`src/rtl/store_queue.sv`:
```
// In-order store queue: speculative enqueue, ROB commit, one-at-a-time drain to memory, 1-cycle conflict probe.
// Drain payload is combinational from head and held until mem_ack_i; enqueue_full_o back-pressures the AGU pipe.
module store_queue #(
  parameter int DEPTH = 8,
  parameter int PW    = 3
) (
  input  logic        cpu_clock_i,
  input  logic        cpu_resetn_i,
  input  logic        flush_i,
  input  logic        enqueue_en_i,
  input  logic [29:0] enqueue_address_i,
  input  logic [31:0] enqueue_data_i,
  input  logic [3:0]  enqueue_bm_i,
  input  logic        enqueue_io_i,
  input  logic [4:0]  enqueue_rob_i,
  output logic        enqueue_full_o,
  input  logic        commit_store_i,
  input  logic        conflict_vld_i,
  input  logic [29:0] conflict_address_i,
  input  logic [3:0]  conflict_bm_i,
  output logic        conflict_o,
  output logic        mem_req_o,
  output logic [29:0] mem_addr_o,
  output logic [31:0] mem_data_o,
  output logic [3:0]  mem_bm_o,
  output logic        mem_io_o,
  input  logic        mem_ack_i,
  output logic        sq_empty_o
);

  localparam logic [PW:0] DEPTH_CNT = DEPTH[PW:0];
  localparam logic [PW:0] PTR_ONE   = {{PW{1'b0}}, 1'b1};

  // Pointers carry an extra wrap bit so full and empty are distinguishable.
  logic [PW:0] head_q;
  logic [PW:0] cmt_q;
  logic [PW:0] tail_q;
  logic        conflict_q;

  logic [29:0] addr_q [DEPTH];
  logic [31:0] data_q [DEPTH];
  logic [3:0]  bm_q   [DEPTH];
  logic        io_q   [DEPTH];
  logic [4:0]  rob_q  [DEPTH];

  logic [PW:0]      occupancy;
  logic [PW:0]      spec_cnt;
  logic             full;
  logic             enq_fire;
  logic             cmt_fire;
  logic             pop;
  logic [PW-1:0]    head_idx;
  logic [PW-1:0]    tail_idx;
  logic [DEPTH-1:0] entry_vld;
  logic [DEPTH-1:0] entry_hit;

  assign head_idx  = head_q[PW-1:0];
  assign tail_idx  = tail_q[PW-1:0];
  assign occupancy = tail_q - head_q;
  assign spec_cnt  = tail_q - cmt_q;
  assign full      = (occupancy == DEPTH_CNT);

  assign enqueue_full_o = full;
  assign sq_empty_o     = (head_q == tail_q);

  assign enq_fire = enqueue_en_i & ~full & ~flush_i;
  assign cmt_fire = commit_store_i & (cmt_q != tail_q);

  assign mem_req_o  = (head_q != cmt_q);
  assign mem_addr_o = addr_q[head_idx];
  assign mem_data_o = data_q[head_idx];
  assign mem_bm_o   = bm_q[head_idx];
  assign mem_io_o   = io_q[head_idx];
  assign pop        = mem_req_o & mem_ack_i;

  assign conflict_o = conflict_q;

  // An entry is live when its distance from head is below the occupancy.
  always_comb begin
    entry_vld = '0;
    entry_hit = '0;
    for (int i = 0; i < DEPTH; i++) begin
      entry_vld[i] = ({1'b0, PW'(i) - head_idx} < occupancy);
      entry_hit[i] = entry_vld[i]
                   & (addr_q[i] == conflict_address_i)
                   & (|(bm_q[i] & conflict_bm_i));
    end
  end

  always_ff @(posedge cpu_clock_i or negedge cpu_resetn_i) begin
    if (!cpu_resetn_i) begin
      head_q     <= '0;
      cmt_q      <= '0;
      tail_q     <= '0;
      conflict_q <= 1'b0;
    end else begin
      if (pop) begin
        head_q <= head_q + PTR_ONE;
      end
      if (cmt_fire) begin
        cmt_q <= cmt_q + PTR_ONE;
      end
      // Flush keeps committed entries, including one committed this same cycle.
      if (flush_i) begin
        tail_q <= cmt_q + {{PW{1'b0}}, cmt_fire};
      end else if (enq_fire) begin
        tail_q <= tail_q + PTR_ONE;
      end
      conflict_q <= conflict_vld_i & (|entry_hit);
    end
  end

  always_ff @(posedge cpu_clock_i) begin
    if (enq_fire) begin
      addr_q[tail_idx] <= enqueue_address_i;
      data_q[tail_idx] <= enqueue_data_i;
      bm_q[tail_idx]   <= enqueue_bm_i;
      io_q[tail_idx]   <= enqueue_io_i;
      rob_q[tail_idx]  <= enqueue_rob_i;
    end
  end

  a_commit_has_store: assert property (
    @(posedge cpu_clock_i) disable iff (!cpu_resetn_i)
    commit_store_i |-> (cmt_q != tail_q));

  a_pointer_order: assert property (
    @(posedge cpu_clock_i) disable iff (!cpu_resetn_i)
    (occupancy <= DEPTH_CNT) && (spec_cnt <= occupancy));

endmodule

```
`config.mk`:
```
export PLATFORM = sky130hd
export DESIGN_NAME = store_queue
export DESIGN_NICKNAME = d
export VERILOG_FILES = /design/src/rtl/store_queue.sv
export SDC_FILE = /design/constraint.sdc
export NUM_CORES = 1
export LEC_CHECK = 0
export CAP_MARGIN = 20
export CORE_MARGIN = 2
export CORE_UTILIZATION = 59
export DETAILED_ROUTE_END_ITERATION = 8
export PLACE_DENSITY_LB_ADDON = 0.25
export SETUP_SLACK_MARGIN = 0.05
export SKIP_CTS_REPAIR_TIMING = 1
export SLEW_MARGIN = 20
export SYNTH_ARGS = -nofsm -noshare
export SYNTH_HDL_FRONTEND = slang
export SYNTH_SLANG_ARGS = --single-unit
```
`constraint.sdc`:
```
create_clock -name cpu_clock_i -period 11.1 [get_ports cpu_clock_i]
set_input_delay 1.665 -clock cpu_clock_i [delete_from_list [all_inputs] [get_ports cpu_clock_i]]
set_output_delay 1.665 -clock cpu_clock_i [all_outputs]
set_load 0.005 [all_outputs]
```
; Word level (Yosys, flattened, before mapping)
; Memories as Yosys holds them, arrays and structs flattened.
; Cells that the tools add are included.
[word_totals]
n_memories = 4
word_cells = 86
ff_bits = 13
input_bits = 113
output_inout_bits = 71
ram_bits = 536
[classes]
n_addsub = 13
n_lt_le_gt_ge = 8
bitwise = 31
n_mux = 4
n_eq_ne = 12
reduce_logical = 10
[memory_table]
columns = name, depth, word_bits, read_ports, rd_clocked_by_memory_dff, wr, line
row1 = data_q, 8, 32, 1, 0, 1, 41  ; logic [31:0] data_q [DEPTH];
row2 = addr_q, 8, 30, 9, 0, 1, 40  ; logic [29:0] addr_q [DEPTH];
row3 = bm_q, 8, 4, 9, 0, 1, 42  ; logic [3:0] bm_q [DEPTH];
row4 = io_q, 8, 1, 1, 0, 1, 43  ; logic io_q [DEPTH];
[ops]
columns = cell, n
row1 = 30-bit == test, 8
row2 = 4-bit AND, 8
row3 = 3-bit by 4-bit less-than comparator with 1-bit output, 8
row4 = 4-bit OR reduction, 8
row5 = 1-bit AND, 21
row6 = 4-bit by 1-bit adder with 4-bit output (second input constant), 3
row7 = 3-bit subtractor (first input constant), 4
row8 = 4-bit two-way mux, 2
row9 = 4-bit != test, 2
row10 = 8-bit OR reduction, 1
row11 = 1-bit by 3-bit subtractor with 3-bit output (first input constant), 2
row12 = 2-bit by 3-bit subtractor with 3-bit output (first input constant), 2
row13 = 4-bit by 1-bit adder with 4-bit output, 1
row14 = 4-bit == test, 1
row15 = 4-bit == test (second input constant), 1
row16 = 4-bit subtractor, 1
row17 = 1-bit two-way mux, 2
row18 = 1-bit NOT, 2
row19 = 2-bit nonzero test, 1

; Logic depth before layout (Yosys ltp)
; Gate-level depths: netlist (run 1).
[depth]
depth_word = 7
ltp_mapped = 12
depth_no_buf = 11

; Worst setup path before layout (run 1)
; OpenSTA, ideal clock, no wires.
[synth_path]
path_type = reg-to-reg
from = register head_q[1]
to = memory addr_q[4][0], enable pin
path_stages_with_launch = 12
t_arrival_ns = 8.712
synth_period_minus_slack_ns = 9.369
path_slack_ns = 1.731
path_buffers = 3
required_time_ns = 10.443
cell_sequence = dfrtp_1 buf_2 buf_2 buf_1 inv_1 ha_1 nor2b_1 o21ai_0 and3_1 nor3_1 nand2b_1 nor4_1
[synth_via]
elab_chain_cells = 7
[synth_rtl]
columns = item, line
row1 = start: declaration, 35  ; logic [PW:0] head_q;
row2 = start signal: assignment, 98  ; head_q <= head_q + PTR_ONE;
row3 = 4-bit subtractor, 59  ; assign occupancy = tail_q - head_q;
row4 = 4-bit == test, 61  ; assign full = (occupancy == DEPTH_CNT);
row5 = via enqueue_full_o, 16  ; output logic enqueue_full_o,
row6 = 1-bit NOT, 66  ; assign enq_fire = enqueue_en_i & ~full & ~flush_i;
row7 = 1-bit AND (2 in a row), 66
row8 = 1-bit two-way mux, 114  ; if (enq_fire) begin
row9 = 1-bit two-way mux, --
row10 = end: declaration, 40
; The timed path passes the listed nets, and every way through them passes these cells.

; Worst setup path in the final report (run 1)
[layout_path]
from = register head_q[0]
to = output mem_data_o[9]
[layout_via]
elab_chain_cells = 1
[layout_rtl]
columns = item, line
row1 = memory 8 x 32 bit, --
row2 = end: declaration, 24  ; output logic [31:0] mem_data_o,
; No other way between the ends.

==> impl_metrics.tcl, run 1 <==
set metrics [dict create \
    path_class "reg2out" \
    tritoncts "done" \
    hold_depth 1 \
    path_delay_family "buffers and inverters" \
    die_h_um 207.0 \
    die_area_um2 42870 \
    overflow 0 \
    r2r_cells 10 \
    core_area_um2 40740 \
    ys_ff_latch 549 \
    drc 0 \
    placed_area_um2 26570 \
    rrSetupSlack_ns 6.36 \
    cp_cell_sequence "buf_4 -> buf_4 -> mux4_2 -> nand2_1 -> nand2_1 -> clkdlybuf4s50_1" \
    leakage_nw 9.400 \
    initialDrtViolationCount 1491 \
    cap_violations 0 \
    worstMarginPinSlew_ns 1.019 \
    p_sw_frac 0.3099 \
    regToRegStartpoint "head_q[1]" \
    power_density_nw_per_um2 238.1 \
    antenna_found_initial 7 \
    firstDrtPassIters 5 \
    p_comb_frac 0.343 \
    nNetsFinal 1738 \
    crit_fanout 46 \
    max_stage_delay_ns 0.85 \
    synth_area_um2 24320 \
    fin_setup_tns_ns 0 \
    root_buffer "clkbuf_16" \
    cts_num_sinks 549 \
    dieWidth_um 207.0 \
    ant_nets 0 \
    rr_endpoint "data_q[5][2]" \
    clock_path_buffers 3 \
    fin_worst_skew_ns 0.02480 \
    vias 13560 \
    insertion_delay_ns 0.61 \
    wire_per_inst_um 27.54 \
    crit_cells 6 \
    routed_wl_um 60190 \
    path_buf_inv 3 \
    slew_viol_final 0 \
    synth_cell_types 44 \
    grt_start_max_net_pins 64 \
    setup_viol 0 \
    mostFrequentLayoutCells "edfxtp_1 (536), nand2_1 (219), clkdlybuf4s50_1 (178)" \
    relSlewSlack 0.3205 \
    place_hpwl_um 38180 \
    pin_count 184 \
    ys_warn_count 0 \
    syn-num-nets 1566 \
    worstHoldStart "head_q[3]" \
    fin_area_um2 28290 \
    layout-drive-gt1-share 0.1531 \
    crit_required_ns 9.44 \
    fin_crit_ns 5.848 \
    area_growth_pct 16.29 \
    cts_buffers 54 \
    rows 74 \
    grt_usage 0.2834 \
    p_sw_w 0.002087 \
    share_seq_of_total_power 0.394 \
    status "finished clean" \
    fmax_mhz 171.0 \
    synthArstFlopShare 0.02368 \
    synth_edf_count 536 \
    yosysSeqAreaShare 0.6751 \
    start_util 0.5971 \
    finalCritPeriodShare 0.5269 \
    synth_cells 1435 \
    hold_viol 0 \
    io_buffer_count 178 \
    rsz0062_at_grt "no" \
    cp.arrival_ns 4.18 \
    internal_power_w 0.004648 \
    peakVddDrop_mv 0.1949 \
    hp-class "reg2reg" \
    vias_per_cell 6.201 \
    crit_slowest_cell "buf_4" \
    layout_commonest_cell "edfxtp_1" \
    grt_pass1_vias 13770 \
    worstSetupStartpointType "flop" \
    syn_avg_cell_area_um2 16.95 \
    nFillCells 2721 \
    clockPowerShare 0.263 \
    htreeDepth 2 \
    cts.reportedPaths.clkPinSlew_ns 0.06 \
    final_util 0.6943 \
    end_kind "output pin" \
    grt_pass1_wl_um 89090 \
    synth_ff_type "edfxtp_1" \
    gp_congestion 0.9492 \
    holdPathEnd "head_q[3]" \
]
cells in the mapped netlist (7+ instances only):
cell	instances	area, um2
buf_2	35	175.2
clkbuf_1	24	90.09
inv_1	8	30.03
nor4_1	47	294.0
xor2_1	171	1498
a22oi_1	18	135.1
mux4_2	134	3018
nand2_1	219	822.0
ha_1	17	212.7
o21ai_0	7	35.03
dfrtp_1	13	325.3
edfxtp_1	536	16100
xnor2_1	94	823.3
buf_1	12	45.04
nand4_1	35	219.0
power by group through the flow:
stage                     Clock (W)  Combinational (W)  Sequential (W)
after floorplan                   0            0.00146         0.00262
after global placement            0            0.00229         0.00269
after detailed placement          0            0.00231         0.00270
after CTS                   0.00179            0.00233         0.00266
after global routing        0.00187            0.00249         0.00268
final                       0.00177            0.00231         0.00265
per-layer routing:
metal  global-route usage  part of all wire  routed length [um]  vias to the layer above
met5                    0            0.0010                  63                        -
met4              0.09507             0.029                1761                       10
met3              0.07474              0.10                6154                      122
met2               0.4453              0.48               28980                      697
met1               0.3914              0.39               23240                     6872
li1                     -                 -                   -                     5854
how the worst max path moves through the flow:
stage	slack (ns)	from	endpoint
after detailed placement	5.72	head_q[0]	mem_addr_o[26]
final	5.25	head_q[0]	mem_data_o[9]
after CTS	5.09	head_q[0]	mem_data_o[9]
after global placement	5.74	head_q[0]	mem_addr_o[26]
after floorplan	1.73	head_q[1]	addr_q[4][0]
after global routing	4.86	head_q[0]	mem_data_o[9]
worst register-to-register path, stage by stage (launching register included):
cell	delay, ns
dfrtp_4	0.86
inv_1	0.33
ha_1	0.38
nor2b_1	0.14
o21ai_0	0.21
and3_1	0.24
nor3_1	0.08
nand2b_1	0.22
or3_1	0.40
nor2_4	0.66
buf_4	0.79
cell families (layout without fill, tap and decap cells):
| kind of cell | after synthesis | in the layout | share of synthesized area |
|---|---|---|---|
| flip-flops | 549 | 549 | 0.6751 |
| AND/OR/NAND/NOR | 332 | 332 | 0.06311 |
| XOR/XNOR | 266 | 266 | 0.09609 |
| multiplexers | 136 | 136 | 0.1249 |
| buffers and inverters | 93 | 310 | 0.01898 |
| AO/OA/AOI/OAI | 37 | 37 | 0.01060 |
| adder cells (fa/ha/maj) | 22 | 22 | 0.01121 |
| other | 0 | 2 | 0 |
flip-flops by register name, summed over array words and instances, names as in the netlist:
signal and flops:
data_q 256, head_q 4, io_q 8, bm_q 32, conflict_o 1, cmt_q 4
addr_q 240, tail_q 4
through the flow:
| stage | setup WS [ns] | hold slack (ns) | cells | total power, W |
|---|---|---|---|---|
| 2_1_floorplan | 1.731 | 0.5013 | 1435 | 0.004075 |
| 3_3_place_gp | 5.742 | 0.5558 | 2083 | 0.004977 |
| 3_5_place_dp | 5.716 | 0.5538 | 2083 | 0.005011 |
| 4_1_cts | 5.093 | 0.5621 | 2184 | 0.006780 |
| 5_1_grt | 4.862 | 0.5865 | 2185 | 0.007035 |
| 6_report | 5.252 | 0.5628 | 2186 | 0.006736 |
final cells by class:
class | instances | area, um2 | share of cell area
antenna | 2 | 5.005 | 0.0001769
clock inverter | 38 | 306.5 | 0.01084
tap | 532 | 665.6 | 0.02353
timing repair buffer | 200 | 1947 | 0.06883
clock buffer | 63 | 1406 | 0.04972
inverter | 9 | 33.78 | 0.001194
multi-input combinational | 793 | 7491 | 0.2648
sequential | 549 | 16430 | 0.5809
(Power assumes the default switching activity.)
==> inputs of run 2 (changes only) <==
==> constraint.sdc (replaced) <==
create_clock -name cpu_clock_i -period 5.7 [get_ports cpu_clock_i]
set_input_delay 0.855 -clock cpu_clock_i [delete_from_list [all_inputs] [get_ports cpu_clock_i]]
set_output_delay 0.855 -clock cpu_clock_i [all_outputs]
set_load 0.005 [all_outputs]
==> run 2 against run 1 <==
Compared with the run above: non-clock buffer count is 1 higher; die area unchanged; power increased by 95%; first-iteration DRC count grew 6.8%; highest routed layer unchanged.
==> impl_metrics.tcl, run 2 (same netlist as run 1, synthesis figures left out) <==
set metrics [dict create \
    routed_wl_um 60900 \
    dieWidth_um 207.0 \
    status "finished clean" \
    largest_reg_flops 256 \
    hp-class "reg2reg" \
    grt_pass1_wl_um 89200 \
    fin_worst_skew_ns 0.007747 \
    ant_nets 0 \
    pin_count 184 \
    leakage_nw 9.388 \
    cts_buffers 54 \
    power_density_nw_per_um2 462.7 \
    top_register "data_q" \
    nFillCells 2695 \
    setup_viol 0 \
    die_h_um 207.0 \
    grt_pass1_vias 13730 \
    cp.arrival_ns 3.58 \
    relSlewSlack 0.2643 \
    mostFrequentLayoutCells "edfxtp_1 (536), nand2_1 (219), clkdlybuf4s50_1 (178)" \
    overflow 0 \
    insertion_delay_ns 0.60 \
    layout-drive-gt1-share 0.1508 \
    cts.reportedPaths.clkPinSlew_ns 0.06 \
    clock_path_buffers 3 \
    antenna_found_initial 5 \
    setup_ws_ns 1.268 \
    hold_ws_ns 0.5514 \
    worstSetupStartpointType "flop" \
    firstDrtPassIters 5 \
    finalCritPeriodShare 0.7775 \
    dp_cells 2084 \
    slew_viol_final 0 \
    cap_violations 0 \
    tritoncts "done" \
    nNetsFinal 1739 \
    dpl_worst_slack_ns 1.566 \
    end_kind "output pin" \
    drc 0 \
    crit_fanout 38 \
    worstMarginPinSlew_ns 1.104 \
    wire_per_inst_um 27.87 \
    rows 74 \
    peakVddDrop_mv 0.3106 \
    vias_per_cell 6.205 \
    fin_setup_tns_ns 0 \
    root_buffer "clkbuf_16" \
    vias 13560 \
    hold_viol 0 \
    area_growth_pct 16.43 \
    layout_commonest_cell "edfxtp_1" \
    largest_registers "data_q x256, addr_q x240, bm_q x32" \
    die_area_um2 42870 \
    fin_cells 2185 \
    path_class "reg2out" \
    grt_usage 0.2849 \
    gp_congestion 0.9607 \
    rrSetupSlack_ns 1.54 \
    rsz0062_at_grt "no" \
    start_util 0.5971 \
    fmax_mhz 225.6 \
    crit_required_ns 4.85 \
    htreeDepth 2 \
    initialDrtViolationCount 1592 \
    core_area_um2 40740 \
    fin_crit_ns 4.432 \
    place_hpwl_um 38600 \
    io_buffer_count 178 \
    cts_num_sinks 549 \
    grt_start_max_net_pins 69 \
]
run 2: cell types whose count changed in the layout (fill, tap and decap cells not counted), moves of 2 or more:
cell      delta
buf_12       +2
nor3_4       +4
clkbuf_1    +10
clkinv_2     -6
clkinv_1     -7
buf_4        -2
nor3_2       -4
run 2: worst paths after layout:
check / startpoint / endpoint / cells after the start
hold / removal: head_q[3] / head_q[3] / 1
min in group asynchronous: cpu_resetn_i / cmt_q[0] / 1
setup reg to reg: head_q[1] / data_q[7][20] / 9
max in group asynchronous: cpu_resetn_i / head_q[2] / 1
setup / recovery: head_q[1] / enqueue_full_o / 6
hold reg to reg: head_q[3] / head_q[3] / 1
run 2: power breakdown:
group / internal (W) / total (W) / switching, W
logic: 0.00223 / 0.00455 / 0.00232
registers: 0.00485 / 0.00515 / 0.000298
clock network: 0.00194 / 0.00341 / 0.00147
total: 0.00902 / 0.0131 / 0.00408
run 2: cell type report:
class,count,area (um2),share of cell area
diodes,2,5.005,0.0001767
well taps,532,665.6,0.02350
flip-flops and latches,549,16430,0.5802
multi-input cells,793,7525,0.2657
inverters,9,33.78,0.001193
clock buffers,73,1433,0.05059
clock inverters,26,244.0,0.008615
repair buffers,201,1983,0.07002
run 2: metal layers:
| metal | track usage | part of all wire | wire length [um] | vias up |
|---|---|---|---|---|
| met5 | 0 | 0.00067 | 41 | - |
| met2 | 0.4478 | 0.48 | 29320 | 697 |
| li1 | - | - | - | 5842 |
| met4 | 0.1042 | 0.036 | 2203 | 6 |
| met1 | 0.3953 | 0.38 | 23360 | 6883 |
| met3 | 0.06686 | 0.098 | 5977 | 130 |
run 2: through the flow:
stage / utilization / total power, W / instance area [um2]
floorplan: - / 0.007923 / 24360
global placement: 0.6538 / 0.009706 / 26640
detailed placement: 0.6538 / 0.009775 / 26640
CTS: 0.6950 / 0.01318 / 28310
global route: 0.6951 / 0.01366 / 28320
finish: 0.6952 / 0.01310 / 28320
run 2: critical path, cell delays in order, from the launching register on:
cell	delay, ns
dfrtp_4	0.83
inv_1	0.30
fa_1	0.52
xnor2_1	0.36
nand3_1	0.17
nor3_1	0.23
clkdlybuf4s50_1	0.55
==> inputs of run 3 (changes only) <==
==> constraint.sdc (replaced) <==
create_clock -name cpu_clock_i -period 4.1 [get_ports cpu_clock_i]
set_input_delay 0.615 -clock cpu_clock_i [delete_from_list [all_inputs] [get_ports cpu_clock_i]]
set_output_delay 0.615 -clock cpu_clock_i [all_outputs]
set_load 0.005 [all_outputs]
==> run 3 against run 2 <==
Compared with the run above: clock power rose by 42%; design area is 0.74% higher; first-iteration DRC count decreased by 3.3%; largest cell class unchanged; critical endpoint is now mem_bm_o[1].
==> impl_metrics.tcl, run 3 (same netlist as run 1, synthesis figures left out) <==
set metrics [dict create \
    cp.arrival_ns 3.12 \
    crit_fanout 68 \
    root_buffer "clkbuf_16" \
    setup_ws_ns 0.3667 \
    finalCritPeriodShare 0.9106 \
    wire_per_inst_um 27.83 \
    firstDrtPassIters 6 \
    die_h_um 207.0 \
    largest_reg_flops 256 \
    hp-class "in2async" \
    die_area_um2 42870 \
    io_buffer_count 178 \
    grt_pass1_wl_um 89980 \
    fin_worst_skew_ns 0.02362 \
    share_seq_of_total_power 0.384 \
    layout-drive-gt1-share 0.1572 \
    p_sw_w 0.005726 \
    dpl_worst_slack_ns 0.6759 \
    p_sw_frac 0.3101 \
    crit_required_ns 3.48 \
    layout_commonest_cell "edfxtp_1" \
    worstSetupStartpointType "flop" \
    rsz0062_at_grt "no" \
    vias 13670 \
    clockPowerShare 0.262 \
    largest_registers "data_q x256, addr_q x240, bm_q x32" \
    relSlewSlack 0.2889 \
    antenna_found_initial 6 \
    fin_crit_ns 3.733 \
    nNetsFinal 1740 \
    worstMarginPinSlew_ns 1.067 \
    internal_power_w 0.01274 \
    final_util 0.7003 \
    grt_usage 0.2848 \
    fmax_mhz 267.9 \
    clock_path_buffers 3 \
    start_util 0.5971 \
    power_w 0.01846 \
    dieWidth_um 207.0 \
    insertion_delay_ns 0.62 \
    routed_wl_um 60700 \
    mostFrequentLayoutCells "edfxtp_1 (536), nand2_1 (219), clkdlybuf4s50_1 (178)" \
    peakVddDrop_mv 0.6003 \
    gp_congestion 0.9567 \
    tritoncts "done" \
    setup_viol 0 \
    nFillCells 2620 \
    overflow 0 \
    htreeDepth 2 \
    rows 74 \
    cts_num_sinks 549 \
    ant_nets 0 \
    cts.reportedPaths.clkPinSlew_ns 0.06 \
    path_class "reg2out" \
    fin_area_um2 28530 \
    grt_pass1_vias 13870 \
    placed_area_um2 26830 \
    vias_per_cell 6.269 \
    cts_buffers 54 \
    end_kind "output pin" \
    status "finished clean" \
    area_growth_pct 17.29 \
    slew_viol_final 0 \
    hold_viol 0 \
    grt_start_max_net_pins 139 \
    power_density_nw_per_um2 647.1 \
    pin_count 184 \
    leakage_nw 9.452 \
    cap_violations 0 \
    core_area_um2 40740 \
    p_comb_frac 0.354 \
    drc 0 \
    top_register "data_q" \
    initialDrtViolationCount 1540 \
    place_hpwl_um 37820 \
]
[run 3: changes by cell type in the layout (fill, tap and decap cells not counted), sizes merged]
cell,previous run,this run
buf,23,24
bufinv,4,6
clkbuf,73,63
clkinv,18,23
clkinvlp,2,1
diode,2,1
[run 3: critical path: stages, from the launching register on]
cell             delay [ns]
dfrtp_4                0.64
inv_2                  0.13
buf_4                  0.80
nand2_1                0.18
nand2_1                0.14
clkdlybuf4s50_1        0.56
[run 3: per-stage QoR]
stage | TNS (ns) | cells | hold WS (ns)
final | 0 | 2181 | 0.4177
after global routing | 0 | 2181 | 0.4738
after CTS | 0 | 2180 | 0.4267
after detailed placement | 0 | 2085 | 0.5637
after global placement | 0 | 2085 | 0.5577
after floorplan | -24.48 | 1435 | 0.3194
[run 3: layout make-up]
| type | instances | area, um2 | area share |
|---|---|---|---|
| clock inverters | 32 | 315.3 | 0.01105 |
| flip-flops and latches | 549 | 16430 | 0.5759 |
| multi-input cells | 793 | 7577 | 0.2656 |
| repair buffers | 202 | 2112 | 0.07403 |
| diodes | 1 | 2.502 | 0.00008771 |
| clock buffers | 63 | 1385 | 0.04855 |
| well taps | 532 | 665.6 | 0.02333 |
| inverters | 9 | 41.29 | 0.001447 |
[run 3: power by group through the flow]
stage / registers, W / clock network [W] / logic, W
2_1_floorplan: 0.00703 / 0 / 0.00412
4_1_cts: 0.00708 / 0.00490 / 0.00662
3_3_place_gp: 0.00716 / 0 / 0.00648
6_report: 0.00708 / 0.00485 / 0.00654
3_5_place_dp: 0.00720 / 0 / 0.00656
5_1_grt: 0.00713 / 0.00509 / 0.00709
[run 3: layer usage]
layer,GRT usage,share of wire,vias to the layer above
met5,0,0.0010,-
met3,0.07141,0.11,129
met1,0.4065,0.39,6900
met2,0.4333,0.46,785
li1,-,-,5849
met4,0.1010,0.034,10
[run 3: final timing paths]
path / from / to / slack [ns] / cells past startpoint
setup / recovery: head_q[2] / mem_bm_o[1] / 0.37 / 5
hold / removal: cpu_resetn_i / cmt_q[3] / 0.42 / 1
max in group asynchronous: cpu_resetn_i / head_q[1] / 3.20 / 1
hold reg to reg: head_q[3] / head_q[3] / 0.57 / 1
setup reg to reg: tail_q[1] / addr_q[5][5] / 0.67 / 9
min in group cpu_clock_i: head_q[3] / head_q[3] / 0.57 / 1
==> edit, RTL diff (config.mk and constraints of run 3) <==
Reset style: synchronous (`cpu_resetn_i`), changed in one clocked block.
--- a/src/rtl/store_queue.sv
+++ b/src/rtl/store_queue.sv
@@ -87,7 +87,7 @@
     end
   end
 
-  always_ff @(posedge cpu_clock_i or negedge cpu_resetn_i) begin
+  always_ff @(posedge cpu_clock_i) begin
     if (!cpu_resetn_i) begin
       head_q     <= '0;
       cmt_q      <= '0;
Function: differs if cpu_resetn_i is asserted again (counterexample within 4 cycles, from zero or initial values and one cycle with cpu_resetn_i low); with cpu_resetn_i held inactive, the same outputs for 4 cycles.
==> edit against run 3 <==
Count of clock-buffer cells in the layout fell by 3; sequential cell count is 3 higher; cell count decreased by 5.7%; maximum frequency up 4.4%; routed wire length fell by 2.6%; critical path type unchanged; highest routed layer unchanged; worst setup slack gained 160 ps; design area shrank 0.15%; synthesized cell count is 8.9% lower; synthesized area about the same; non-clock buffer count is 4 lower.
Power is not compared: it rests on default switching activity, and its combinational part moved more than twofold at a synthesized area within 25%.
==> edit: results (changes against run 3) <==
----------------------------------------------------
[Timing]
  Slew at the pin with the worst max-slew slack ... 750.4 ps (-316.3 ps)
  Final hold slack ... 630.4 ps (+212.7 ps)

[Finish]
  Count of placed standard cells in the final layout, fillers left out ... 2,056 (-5.7%)
  Number of nets in the final layout ... 1,609 (-7.5%)
  FF+latch area ... 16,430 um^2 (about the same)
  Count of flip-flops and latches ... 552 (+0.55%)
  Layout filler cell count ... 2,569 (-1.9%)
  Share of final-layout standard cells stronger than drive strength 1 ... 21.02% (+5.3 points)
  Multi-input combinational cell count ... 671 (-15%)
  Share of the final layout cell area in sequential cells ... 57.67% (+0.082 points)

[Worst setup path]
  Launch instance of the worst register-to-register path ... head_q[2]$_SDFFE_PN0P_
  Crit Path Max Fanout ... 50 (-26%)

[Detailed routing]
  Detailed router's first-iteration violation count ... 1,370 (-11%)
  Number of detailed-routing iterations run before antenna repair ... 7 (+1)
  Average wire per cell in the routed design ... 28.77 um (+3.4%)
  Routed vias/inst ... 6.291 (+0.35%)

[Placed design]
  Area of placed instances ... 26,820 um^2 (about the same)

[Global route]
  Global router's overall resource usage ... 27.83% (-0.65 points)

[Synthesis]
  Commonest cells post-synth ... 536 x sky130_fd_sc_hd__edfxtp_1, 169 x sky130_fd_sc_hd__xor2_1, 134 x sky130_fd_sc_hd__mux4_2
  Fraction of registers with async set/reset ... 0% (-2.4 points)
  Mean instance size in the synthesized netlist ... 18.59 um^2 (+9.7%)
  Number of different library cells in the post-synthesis netlist ... 42 (-4.5%)
  Synthesized Nets ... 1,434 (-8.4%)

[Clock tree]
  Inserted Clock Buffers ... 53 (-1.9%)

[Run status]
  Status ... finished clean

----------------------------------------------------
-- edit: routing by layer --
layer / vias up / share of wire [%] / GRT usage (%)
li1: 5557 / - / -
met1: 6625 / 39 / 38.74
met2: 620 / 48 / 43.64
met3: 124 / 9.5 / 6.656
met4: 8 / 3.3 / 9.852
met5: - / 0.11 / 0
-- edit: logic make-up after synthesis --
| kind of cell | share of synthesized area, % |
|---|---|
| AOI/OAI and AO/OA | 1.240 |
| xor gates and xnor gates | 9.507 |
| adders and majority gates | 0.6996 |
| buffers and inverters | 1.801 |
| DFF | 67.50 |
| muxes | 15.55 |
| and+or+nand+nor | 3.704 |
-- edit: worst max path at each step --
stage | endpoint | slack [ps] | depth (start not counted)
final | mem_data_o[19] | 520 | 4
after global routing | mem_data_o[19] | 420 | 4
after global placement | data_q[5][9]$_DFFE_PP_ | 740 | 8
after floorplan | addr_q[2][0]$_DFFE_PP_ | -50 | 9
after CTS | mem_data_o[19] | 490 | 4
after detailed placement | data_q[5][9]$_DFFE_PP_ | 680 | 7
